**src/rtl/interrupt_ack_sequencer_if.sv**
```systemverilog
// CPU-side bundle of the 8259A-style interrupt acknowledge sequencer.
// The slave modport is the sequencer; the master modport is the resolver/CPU/command side.
interface interrupt_ack_sequencer_if;
  logic [7:0] interrupt;
  logic       inta_n;
  logic [4:0] vector_base;
  logic       auto_eoi;
  logic       eoi_nonspecific;
  logic       eoi_specific;
  logic [2:0] eoi_level;
  logic       eoi_rotate;
  logic       int_out;
  logic [7:0] in_service_register;
  logic [7:0] highest_level_in_service;
  logic [7:0] clear_irr;
  logic [7:0] data_out;
  logic       data_oe;

  modport slave (
    input  interrupt, inta_n, vector_base, auto_eoi,
    input  eoi_nonspecific, eoi_specific, eoi_level, eoi_rotate,
    output int_out, in_service_register, highest_level_in_service,
    output clear_irr, data_out, data_oe
  );

  modport master (
    output interrupt, inta_n, vector_base, auto_eoi,
    output eoi_nonspecific, eoi_specific, eoi_level, eoi_rotate,
    input  int_out, in_service_register, highest_level_in_service,
    input  clear_irr, data_out, data_oe
  );
endinterface

```
**src/rtl/interrupt_ack_sequencer.sv**
```systemverilog
// 8086-mode INTA sequencer with ISR bookkeeping and EOI handling for an 8259A-style controller.
// Optional feature macro: SPECIFIC_EOI_EN enables the specific EOI command (eoi_specific/eoi_level).
module interrupt_ack_sequencer #(
  parameter int NUM_LEVELS = 8
) (
  input  logic                        clk,
  input  logic                        rst_n,
  interrupt_ack_sequencer_if.slave    bus
);

  typedef enum logic [2:0] {
    S_IDLE  = 3'd0,
    S_PEND  = 3'd1,
    S_ACK1  = 3'd2,
    S_WAIT2 = 3'd3,
    S_ACK2  = 3'd4
  } state_t;

  function automatic logic [2:0] f_encode(input logic [7:0] v);
    logic [2:0] idx;
    idx = 3'd0;
    for (int i = NUM_LEVELS - 1; i >= 0; i--) begin
      if (v[i]) idx = 3'(i);
      else      idx = idx;
    end
    return idx;
  endfunction

  function automatic logic [7:0] f_onehot(input logic [2:0] lvl);
    return 8'h01 << lvl;
  endfunction

  state_t     r_state;
  state_t     w_next_state;
  logic       r_inta_prev;
  logic       r_int_out;
  logic [7:0] r_isr;
  logic [7:0] r_hlis;
  logic [7:0] r_clear_irr;
  logic [7:0] r_data_out;
  logic       r_data_oe;
  logic [2:0] r_level;
  logic       r_spurious;

  logic       w_inta_fall;
  logic       w_first_fall;
  logic       w_spurious;
  logic [2:0] w_ack_level;
  logic [7:0] w_set_mask;
  logic [7:0] w_aeoi_mask;
  logic [7:0] w_eoi_mask;
  logic [7:0] w_isr_next;
  logic       w_ns_found;
  logic [2:0] w_ns_level;
  logic       w_eoi_hit;
  logic [2:0] w_eoi_level;

  assign w_inta_fall  = r_inta_prev & ~bus.inta_n;
  assign w_first_fall = (r_state == S_PEND) & w_inta_fall;
  assign w_spurious   = (bus.interrupt == 8'h00);
  assign w_ack_level  = w_spurious ? 3'd7 : f_encode(bus.interrupt);
  assign w_set_mask   = (w_first_fall && !w_spurious) ? f_onehot(w_ack_level) : 8'h00;
  assign w_aeoi_mask  = ((r_state == S_ACK2) && bus.inta_n && bus.auto_eoi && !r_spurious)
                        ? f_onehot(r_level) : 8'h00;
  assign w_eoi_mask   = w_eoi_hit ? f_onehot(w_eoi_level) : 8'h00;
  // A bit being set by the acknowledge overrides any clear of the same bit.
  assign w_isr_next   = (r_isr & ~(w_eoi_mask | w_aeoi_mask)) | w_set_mask;

  // Handshake next-state decode.
  always_comb begin
    w_next_state = r_state;
    case (r_state)
      S_IDLE: begin
        if (bus.interrupt != 8'h00) w_next_state = S_PEND;
        else                        w_next_state = S_IDLE;
      end
      S_PEND: begin
        if (w_inta_fall)                 w_next_state = S_ACK1;
        else if (bus.interrupt == 8'h00) w_next_state = S_IDLE;
        else                             w_next_state = S_PEND;
      end
      S_ACK1: begin
        if (bus.inta_n) w_next_state = S_WAIT2;
        else            w_next_state = S_ACK1;
      end
      S_WAIT2: begin
        if (w_inta_fall) w_next_state = S_ACK2;
        else             w_next_state = S_WAIT2;
      end
      S_ACK2: begin
        if (bus.inta_n) w_next_state = S_IDLE;
        else            w_next_state = S_ACK2;
      end
      default: w_next_state = S_IDLE;
    endcase
  end

  // Non-specific EOI target: first in-service level after the rotation base, wrapping.
  always_comb begin : ns_search
    logic [2:0] cand;
    w_ns_found = 1'b0;
    w_ns_level = 3'd0;
    cand       = 3'd0;
    for (int i = 1; i <= NUM_LEVELS; i++) begin
      cand = f_encode(r_hlis) + 3'(i);
      if (!w_ns_found && r_isr[cand]) begin
        w_ns_found = 1'b1;
        w_ns_level = cand;
      end else begin
        w_ns_found = w_ns_found;
      end
    end
  end

`ifdef SPECIFIC_EOI_EN
  // EOI command select; specific outranks non-specific.
  always_comb begin
    w_eoi_hit   = 1'b0;
    w_eoi_level = 3'd0;
    if (bus.eoi_specific) begin
      w_eoi_hit   = r_isr[bus.eoi_level];
      w_eoi_level = bus.eoi_level;
    end else if (bus.eoi_nonspecific) begin
      w_eoi_hit   = w_ns_found;
      w_eoi_level = w_ns_level;
    end else begin
      w_eoi_hit   = 1'b0;
    end
  end
`else
  logic w_unused_specific;
  assign w_unused_specific = bus.eoi_specific ^ (^bus.eoi_level);

  // EOI command select; only non-specific EOI exists in this build.
  always_comb begin
    w_eoi_hit   = 1'b0;
    w_eoi_level = 3'd0;
    if (bus.eoi_nonspecific) begin
      w_eoi_hit   = w_ns_found;
      w_eoi_level = w_ns_level;
    end else begin
      w_eoi_hit   = 1'b0;
    end
  end
`endif

  // State, ISR, rotation base and registered CPU-side outputs.
  always_ff @(posedge clk or negedge rst_n) begin
    if (!rst_n) begin
      r_state     <= S_IDLE;
      r_inta_prev <= 1'b1;
      r_int_out   <= 1'b0;
      r_isr       <= 8'h00;
      r_hlis      <= 8'h80;
      r_clear_irr <= 8'h00;
      r_data_out  <= 8'h00;
      r_data_oe   <= 1'b0;
      r_level     <= 3'd7;
      r_spurious  <= 1'b0;
    end else begin
      r_state     <= w_next_state;
      r_inta_prev <= bus.inta_n;
      r_int_out   <= (w_next_state == S_PEND);
      r_isr       <= w_isr_next;
      r_clear_irr <= w_set_mask;
      r_data_oe   <= (w_next_state == S_ACK2);
      r_data_out  <= (w_next_state == S_ACK2) ? {bus.vector_base, r_level} : 8'h00;
      if (w_first_fall) begin
        r_level    <= w_ack_level;
        r_spurious <= w_spurious;
      end else begin
        r_level    <= r_level;
        r_spurious <= r_spurious;
      end
      if (w_eoi_hit && bus.eoi_rotate) r_hlis <= f_onehot(w_eoi_level);
      else                             r_hlis <= r_hlis;
    end
  end

  assign bus.int_out                  = r_int_out;
  assign bus.in_service_register      = r_isr;
  assign bus.highest_level_in_service = r_hlis;
  assign bus.clear_irr                = r_clear_irr;
  assign bus.data_out                 = r_data_out;
  assign bus.data_oe                  = r_data_oe;

endmodule
```
**src/flat_wrapper.sv**
```systemverilog
// flat-port wrapper written by rule: the top's interface ports become plain ports
module interrupt_ack_sequencer_flat 
#(
  parameter int NUM_LEVELS = 8
)
  (clk, rst_n, bus_interrupt, bus_inta_n, bus_vector_base, bus_auto_eoi, bus_eoi_nonspecific, bus_eoi_specific, bus_eoi_level, bus_eoi_rotate, bus_int_out, bus_in_service_register, bus_highest_level_in_service, bus_clear_irr, bus_data_out, bus_data_oe);
  interrupt_ack_sequencer_if bus_i ();
  input  logic clk;
  input  logic rst_n;
  input wire logic [$bits(bus_i.interrupt)-1:0] bus_interrupt;
  input wire logic [$bits(bus_i.inta_n)-1:0] bus_inta_n;
  input wire logic [$bits(bus_i.vector_base)-1:0] bus_vector_base;
  input wire logic [$bits(bus_i.auto_eoi)-1:0] bus_auto_eoi;
  input wire logic [$bits(bus_i.eoi_nonspecific)-1:0] bus_eoi_nonspecific;
  input wire logic [$bits(bus_i.eoi_specific)-1:0] bus_eoi_specific;
  input wire logic [$bits(bus_i.eoi_level)-1:0] bus_eoi_level;
  input wire logic [$bits(bus_i.eoi_rotate)-1:0] bus_eoi_rotate;
  output wire logic [$bits(bus_i.int_out)-1:0] bus_int_out;
  output wire logic [$bits(bus_i.in_service_register)-1:0] bus_in_service_register;
  output wire logic [$bits(bus_i.highest_level_in_service)-1:0] bus_highest_level_in_service;
  output wire logic [$bits(bus_i.clear_irr)-1:0] bus_clear_irr;
  output wire logic [$bits(bus_i.data_out)-1:0] bus_data_out;
  output wire logic [$bits(bus_i.data_oe)-1:0] bus_data_oe;
  assign bus_i.interrupt = bus_interrupt;
  assign bus_i.inta_n = bus_inta_n;
  assign bus_i.vector_base = bus_vector_base;
  assign bus_i.auto_eoi = bus_auto_eoi;
  assign bus_i.eoi_nonspecific = bus_eoi_nonspecific;
  assign bus_i.eoi_specific = bus_eoi_specific;
  assign bus_i.eoi_level = bus_eoi_level;
  assign bus_i.eoi_rotate = bus_eoi_rotate;
  assign bus_int_out = bus_i.int_out;
  assign bus_in_service_register = bus_i.in_service_register;
  assign bus_highest_level_in_service = bus_i.highest_level_in_service;
  assign bus_clear_irr = bus_i.clear_irr;
  assign bus_data_out = bus_i.data_out;
  assign bus_data_oe = bus_i.data_oe;
  interrupt_ack_sequencer #(.NUM_LEVELS(NUM_LEVELS)) u_core (.clk(clk), .rst_n(rst_n), .bus(bus_i));
endmodule
```
**config.mk**
```make
export PLATFORM = sky130hd
export DESIGN_NAME = interrupt_ack_sequencer_flat
export DESIGN_NICKNAME = d
export VERILOG_FILES = /design/src/rtl/interrupt_ack_sequencer_if.sv /design/src/rtl/interrupt_ack_sequencer.sv /design/src/flat_wrapper.sv
export SDC_FILE = /design/constraint.sdc
export NUM_CORES = 1
export LEC_CHECK = 0
export ABC_AREA = 0
export CAP_MARGIN = 10
export CORE_MARGIN = 2
export CORE_UTILIZATION = 48
export DETAILED_ROUTE_END_ITERATION = 8
export PLACE_DENSITY = 0.79
export REMOVE_ABC_BUFFERS = 1
export SYNTH_ARGS = -nofsm -noshare
export SYNTH_HDL_FRONTEND = slang
export SYNTH_SLANG_ARGS = --single-unit
```
**constraint.sdc**
```tcl
create_clock -name clk -period 4.2 [get_ports clk]
set_input_delay 1.26 -clock clk [delete_from_list [all_inputs] [get_ports clk]]
set_output_delay 1.26 -clock clk [all_outputs]
set_load 0.05 [all_outputs]
```
[Yosys cells after proc, flatten, opt, wreduce, memory -nomap -nowiden]
Cells that the tools add are included.
Widths: inputs -> output; s select.
Storage, ports and cells
  latch bits: 0
  memories kept: 0
  input port bits: 23
  output and inout bits: 34
  RAM bits: 0
  register bits after elaboration: 42
  bits in read-only memories: 0
Operators by class
  multiplexer cells: 62
  reduce and logical (&&, ||, !) cells: 24
  equality and inequality tests: 6
  bitwise gates (word level): 7
  multiply operators: 0
  $lt $le $gt $ge: 8
  shift operators: 3
  add/subtract/negate cells: 7
  divide/modulo/power cells: 0
Operator list (count)
  $mux 3: 29
  $lt 3x4->1 const B: 8
  $mux 8: 4
  $bmux 1 s3: 8
  $shl 1x3->8 const A: 3
  $mux 1: 20
  $or 8x8->8: 2
  $pmux 3 s5: 1
  $add 3x3->3 const B: 4
  $logic_and 1x1->1: 12
  $logic_not 1->1: 9
  $and 8x8->8: 1
  $logic_not 8->1: 1
  $not 8->8: 1
  $reduce_bool 8->1: 1
  $add 3x2->3 const B: 2
  $eq 3x1->1 const B: 2
  $eq 3x2->1 const B: 2
  $eq 3x3->1 const B: 2
  $add 3x1->3 const B: 1
  $logic_not 3->1: 1
  $and 1x1->1: 2
  $not 1->1: 1

[Longest topological paths before layout]
  depth in word-level cells: 40
  gate-level depth with buffers: 15

[Worst setup path after synthesis]
Ideal clock, no wire load.
  path type: register to register
  from: reg u_core.r_hlis[6], in the netlist u_core.bus.highest_level_in_service[6]
  to: reg u_core.r_hlis[1], in the netlist u_core.bus.highest_level_in_service[1]
  cell stages (with the launch flop): 14
  slack: -611 ps
  period minus slack after synthesis: 4811 ps
  buffers on the path: 0
  library setup time: 125 ps
  arrival: 4687 ps
  cells stage by stage: dfrtp_1 > nor2_1 > nor3_1 > o31ai_2 > clkinv_1 > ha_1 > xnor2_2 > mux4_2 > mux2_4 > or4b_4 > or3b_4 > a211oi_4 > nor4_1 > mux2_2
Between the ends
  longest elaborated chain between the ends: 34
  elaborated cells between the ends (all ways): 64
  those cells by class: add/sub: 7; shift: 1; mux: 41; reduce/logical: 15
Ends and longest elaborated chain
  start, declared: line interrupt_ack_sequencer.sv:38  | logic [7:0] r_hlis;
  start signal, assigned: line interrupt_ack_sequencer.sv:175  | if (w_eoi_hit && bus.eoi_rotate) r_hlis <= f_onehot(w_eoi_level);
  start signal, assigned: line interrupt_ack_sequencer.sv:176  | else r_hlis <= r_hlis;
  $mux 3 (*) (7 in a row): line interrupt_ack_sequencer.sv:23  | if (v[i]) idx = 3'(i);
  $add 3x1->3: line interrupt_ack_sequencer.sv:105  | cand = f_encode(r_hlis) + 3'(i);
  $bmux 1 s3: line interrupt_ack_sequencer.sv:106  | if (!w_ns_found && r_isr[cand]) begin
  $mux 1 (not written as such): line interrupt_ack_sequencer.sv:106
  $mux 1: line interrupt_ack_sequencer.sv:106
  $logic_not 1->1: line interrupt_ack_sequencer.sv:106
  $logic_and 1x1->1: line interrupt_ack_sequencer.sv:106
  $mux 1: line interrupt_ack_sequencer.sv:106
  [... 12 more ...]
  $logic_not 1->1: line interrupt_ack_sequencer.sv:106
  $logic_and 1x1->1: line interrupt_ack_sequencer.sv:106
  $mux 1: line interrupt_ack_sequencer.sv:106
  $logic_not 1->1: line interrupt_ack_sequencer.sv:106
  $logic_and 1x1->1: line interrupt_ack_sequencer.sv:106
  $mux 3 / $mux 1 (equally long branches): line interrupt_ack_sequencer.sv:106
  $mux 3 / $mux 1 (equally long branches): line interrupt_ack_sequencer.sv:138  | if (bus.eoi_nonspecific) begin
  $shl 1x3->8 / $logic_and 1x1->1 (equally long branches): line interrupt_ack_sequencer.sv:30, interrupt_ack_sequencer.sv:175
Mark *: on every way between the ends. The rest lies on a longest branch, timed or not. The select of a mux whose other input is x is not followed.
A chain may end at the register's enable or synchronous reset.

[Final worst setup path]
  from: reg u_core.r_hlis[6], in the netlist u_core.bus.highest_level_in_service[6]
  to: reg u_core.r_isr[7], in the netlist u_core.bus.in_service_register[7]
Between the ends
  longest elaborated chain between the ends: 39
  elaborated cells between the ends (all ways): 68
  those cells by class: add/sub: 7; shift: 1; mux: 42; bitwise: 4; reduce/logical: 14
Ends and longest elaborated chain
  $mux 3 (*) (7 in a row): line interrupt_ack_sequencer.sv:23
  $add 3x1->3: line interrupt_ack_sequencer.sv:105
  $bmux 1 s3: line interrupt_ack_sequencer.sv:106
  $mux 1 (not written as such): line interrupt_ack_sequencer.sv:106
  $mux 1: line interrupt_ack_sequencer.sv:106
  $logic_not 1->1: line interrupt_ack_sequencer.sv:106
  $logic_and 1x1->1: line interrupt_ack_sequencer.sv:106
  $mux 1: line interrupt_ack_sequencer.sv:106
  [... 18 more ...]
  $mux 3: line interrupt_ack_sequencer.sv:138
  $shl 1x3->8: line interrupt_ack_sequencer.sv:30  | return 8'h01 << lvl;
  $mux 8 (*): line interrupt_ack_sequencer.sv:65  | assign w_eoi_mask = w_eoi_hit ? f_onehot(w_eoi_level) : 8'h00;
  $or 8x8->8 (*): line interrupt_ack_sequencer.sv:67  | assign w_isr_next = (r_isr & ~(w_eoi_mask | w_aeoi_mask)) | w_set_mask;
  $not 8->8 (*): line interrupt_ack_sequencer.sv:67
  $and 8x8->8 (*): line interrupt_ack_sequencer.sv:67
  $or 8x8->8 (*): line interrupt_ack_sequencer.sv:67
  named net u_core.w_isr_next[7]: line interrupt_ack_sequencer.sv:52  | logic [7:0] w_isr_next;
  end signal, assigned: line interrupt_ack_sequencer.sv:164  | r_isr <= w_isr_next;
  end, declared: line interrupt_ack_sequencer.sv:37  | logic [7:0] r_isr;
The timed path passes the listed nets; every way through them passes the cells marked *. The select of a mux whose other input is x is not followed.

==> flow_summary_export.csv <==
group,metric,value,unit
sta,fin_tns_setup,0,ns
sta,worst_pin_slew,0.913,ns
logic_synthesis,netlist_instances,316,
critical_path,critPathMaxFanout,7,
logic_synthesis,yosysTopAreaCell,"dfrtp_1",
route,drc,0,
critical_path,crit_arrival,4.26,ns
sta,hold_violations,0,
sta,slew_headroom,0.392,
logic_synthesis,yosys-top-cells-count,"37 x dfrtp_1, 33 x nor2_1, 27 x nand2_1",
route,drt_first_pass_iters,4,
global_routing,grt_first_pass_wirelength,13.7,mm
min_path,hold_class,"reg -> reg",
floorplanning,row_count,28,
sta,period_share,0.971,
final_layout,stdcell_area,0.00383,mm2
logic_synthesis,syn_area,0.00301,mm2
logic_synthesis,yosys_warnings,0,
logic_synthesis,synth.avg_cell_area,9.53,um2
critical_path,max_stage_delay,0.58,ns
final_layout,drive_above_1_share,0.182,
logic_synthesis,synth-edff-count,0,
logic_synthesis,synth_ff_type,"dfrtp_1",
floorplanning,core,0.00599,mm2
floorplanning,die_x,83.2,um
critical_path,startpoint_type,"register",
job,cap_violations,0,
global_routing,grt_pass1_vias,2788,
floorplanning,dieHeight,83.2,um
final_layout,antenna_cells,0,
global_routing,grt.overflow.total,0,
global_routing,antenna_found_initial,0,
clocking,htree_levels,2,
global_routing,grt_usage,0.245,
clocking,numCtsBuffers,5,
placed_design,placed_cells,450,
placed_design,placed_area,0.00371,mm2
placed_design,gp_congestion,0.988,
logic_synthesis,async_flop_share,1.00,
logic_synthesis,ys_top_cells_by_area,"dfrtp_1 31%, mux4_2 9.7%, mux2i_1 5.3%, dfstp_2 4.4%, nor2_1 4.1%",
critical_path,crit_required,4.38,ns
clocking,clockBufferDepth,2,
final_layout,instances_no_fill,459,
logic_synthesis,yosysMostFrequentCell,"dfrtp_1",
placed_design,dpl.hpwl,6.31,mm
floorplanning,fp.dieArea,0.00692,mm2
logic_synthesis,yosys.area.top_type_share,0.307,
route,drtAntennaViolNets,0,
clocking,clk_pin_slew,0.09,ns
sta,setup_viol,0,
placed_design,io_buffers,52,
sta,slew_viol_final,0,
sta,period_needed,4.08,ns
clocking,cts-root-buf,"clkbuf_8",
logic_synthesis,seq_area_frac_synth,0.351,
logic_synthesis,synth.lib_cells_used.distinct,65,
route,routed_wl,8.40,mm
critical_path,critical_path.slowest_cell,"or4b_4",
outcome,status,"completed",
floorplanning,ios,57,
critical_path,crit_chain,"nor2_2 > nor3_1 > o31ai_2 > clkinv_1 > ha_1 > xnor2_2 > mux4_2 > mux2_4 > or4b_4 > or3b_4 > a211oi_4 > nand3_2 > a21o_1",
final_layout,area_delta_synth_final,27.3,%
sta,fmax,0.245,GHz
clocking,clk_latency,0.30,ns
critical_path,end_kind,"register",
sta,skew,0.0106,ns
global_routing,grt_max_degree,43,
route,viasPerCell,6.10,
critical_path,worst-setup-path-type,"reg -> reg",
logic_synthesis,synth_seq_cells,42,
route,drtIter0Drc,213,
sta,worst_hold_slack,0.490,ns
final_layout,nets,408,
floorplanning,initial_core_util,0.503,
clocking,cts_tree,"done",
route,wl_per_cell,18.3,um
route,num_vias,2798,
clocking,cts.sinks,42,
==> critical path: cells and delay by family (launching register included) <==
kind | cells | cell delay (ns)
mux | 2 | 0.65
xor+xnor | 1 | 0.21
buf+inv | 1 | 0.15
compound gates | 3 | 0.87
flops | 1 | 0.40
simple gates | 5 | 1.44
fa+ha+maj | 1 | 0.25
==> routing by layer <==
metal	up-vias	GRT usage	part of all wire
met4	0	0.0969	0.030
met3	24	0.0417	0.055
met5	-	0	0
li1	1318	-	-
met1	1348	0.312	0.42
met2	108	0.414	0.49
==> cells by family (layout without fill, tap and decap cells) <==
logic type / after synthesis / after routing / synth area share
XOR/XNOR: 5 / 5 / 0.0170
flip-flops: 42 / 42 / 0.351
AO/OA/AOI/OAI: 89 / 89 / 0.214
AND/OR/NAND/NOR: 122 / 122 / 0.209
adder cells (fa/ha/maj): 2 / 2 / 0.00831
multiplexers: 34 / 34 / 0.170
buffers and inverters: 22 / 90 / 0.0307
==> placed cells by master (no fill, tap or decap), types with 3 or more instances in the layout <==
master,netlist,layout
nand2b_1,7,6
mux2_2,4,4
dfrtp_1,37,37
clkbuf_8,0,6
o31ai_1,6,6
a21oi_1,18,18
nor4_1,4,3
or3_1,4,4
o31a_1,3,3
nor2_1,33,32
o21bai_1,3,3
clkdlybuf4s50_1,0,51
nand3_1,7,5
mux2i_1,16,16
a211oi_1,3,3
o21ai_0,12,12
nor3_1,8,8
and2_1,14,14
o21ai_1,3,3
inv_1,9,9
a21o_1,5,5
mux4_2,13,13
nor2b_1,4,3
dfstp_2,5,5
o21a_1,4,4
buf_4,0,20
a32oi_1,3,3
o211ai_1,3,3
nand2_1,27,27
a22o_1,4,4
==> registers in the layout, indices dropped and copies added (netlist names) <==
signal / count
u_core.bus.clear_irr: 8
u_core.bus.data_out: 8
u_core.bus.highest_level_in_service: 8
u_core.bus.in_service_register: 8
u_core.r_level: 3
u_core.r_state: 3
u_core.bus.data_oe: 1
u_core.bus.int_out: 1
u_core.r_inta_prev: 1
u_core.r_spurious: 1
==> area by class of cell <==
type	count	area, um2
clock buffers	7	86.3
well taps	75	93.8
flip-flops and latches	42	1060
fillers	494	2160
multi-input cells	252	1890
clock inverters	1	8.76
repair buffers	72	666
inverters	10	37.5
==> what timing repair did <==
| item | CTS | global route |
|---|---|---|
| setup buffers | 0 | 1 |
| endpoints found under the setup margin | 0 | 10 |
| gates resized for setup | 0 | 6 |
| hold buffers | 0 | 0 |
==> path summary, 6_finish.rpt <==
| check | slack (ns) | cells past startpoint | startpoint | to |
|---|---|---|---|---|
| hold / removal | 0.49 | 2 | u_core.bus.highest_level_in_service[7]$_DFFE_PN1P_ | u_core.bus.highest_level_in_service[7]$_DFFE_PN1P_ |
| max in group asynchronous | 2.54 | 1 | rst_n | u_core.bus.highest_level_in_service[0]$_DFFE_PN0P_ |
| setup reg to reg | 0.12 | 13 | u_core.bus.highest_level_in_service[6]$_DFFE_PN0P_ | u_core.bus.in_service_register[7]$_DFF_PN0_ |
| hold reg to reg | 0.49 | 2 | u_core.bus.highest_level_in_service[7]$_DFFE_PN1P_ | u_core.bus.highest_level_in_service[7]$_DFFE_PN1P_ |
| setup / recovery | 0.12 | 13 | u_core.bus.highest_level_in_service[6]$_DFFE_PN0P_ | u_core.bus.in_service_register[7]$_DFF_PN0_ |
| min in group asynchronous | 1.09 | 1 | rst_n | u_core.bus.in_service_register[5]$_DFF_PN0_ |
==> metrics by stage <==
step / util / setup WS (ns)
floorplan: - / -0.844
global placement: 0.619 / 0.180
detailed placement: 0.619 / 0.0937
CTS: 0.635 / 0.0505
global route: 0.640 / -0.00897
finish: 0.640 / 0.123
Power is left out: the tool's default activity adds up to more than one toggle a clock period on the data nets, which glitch-free logic cannot reach.
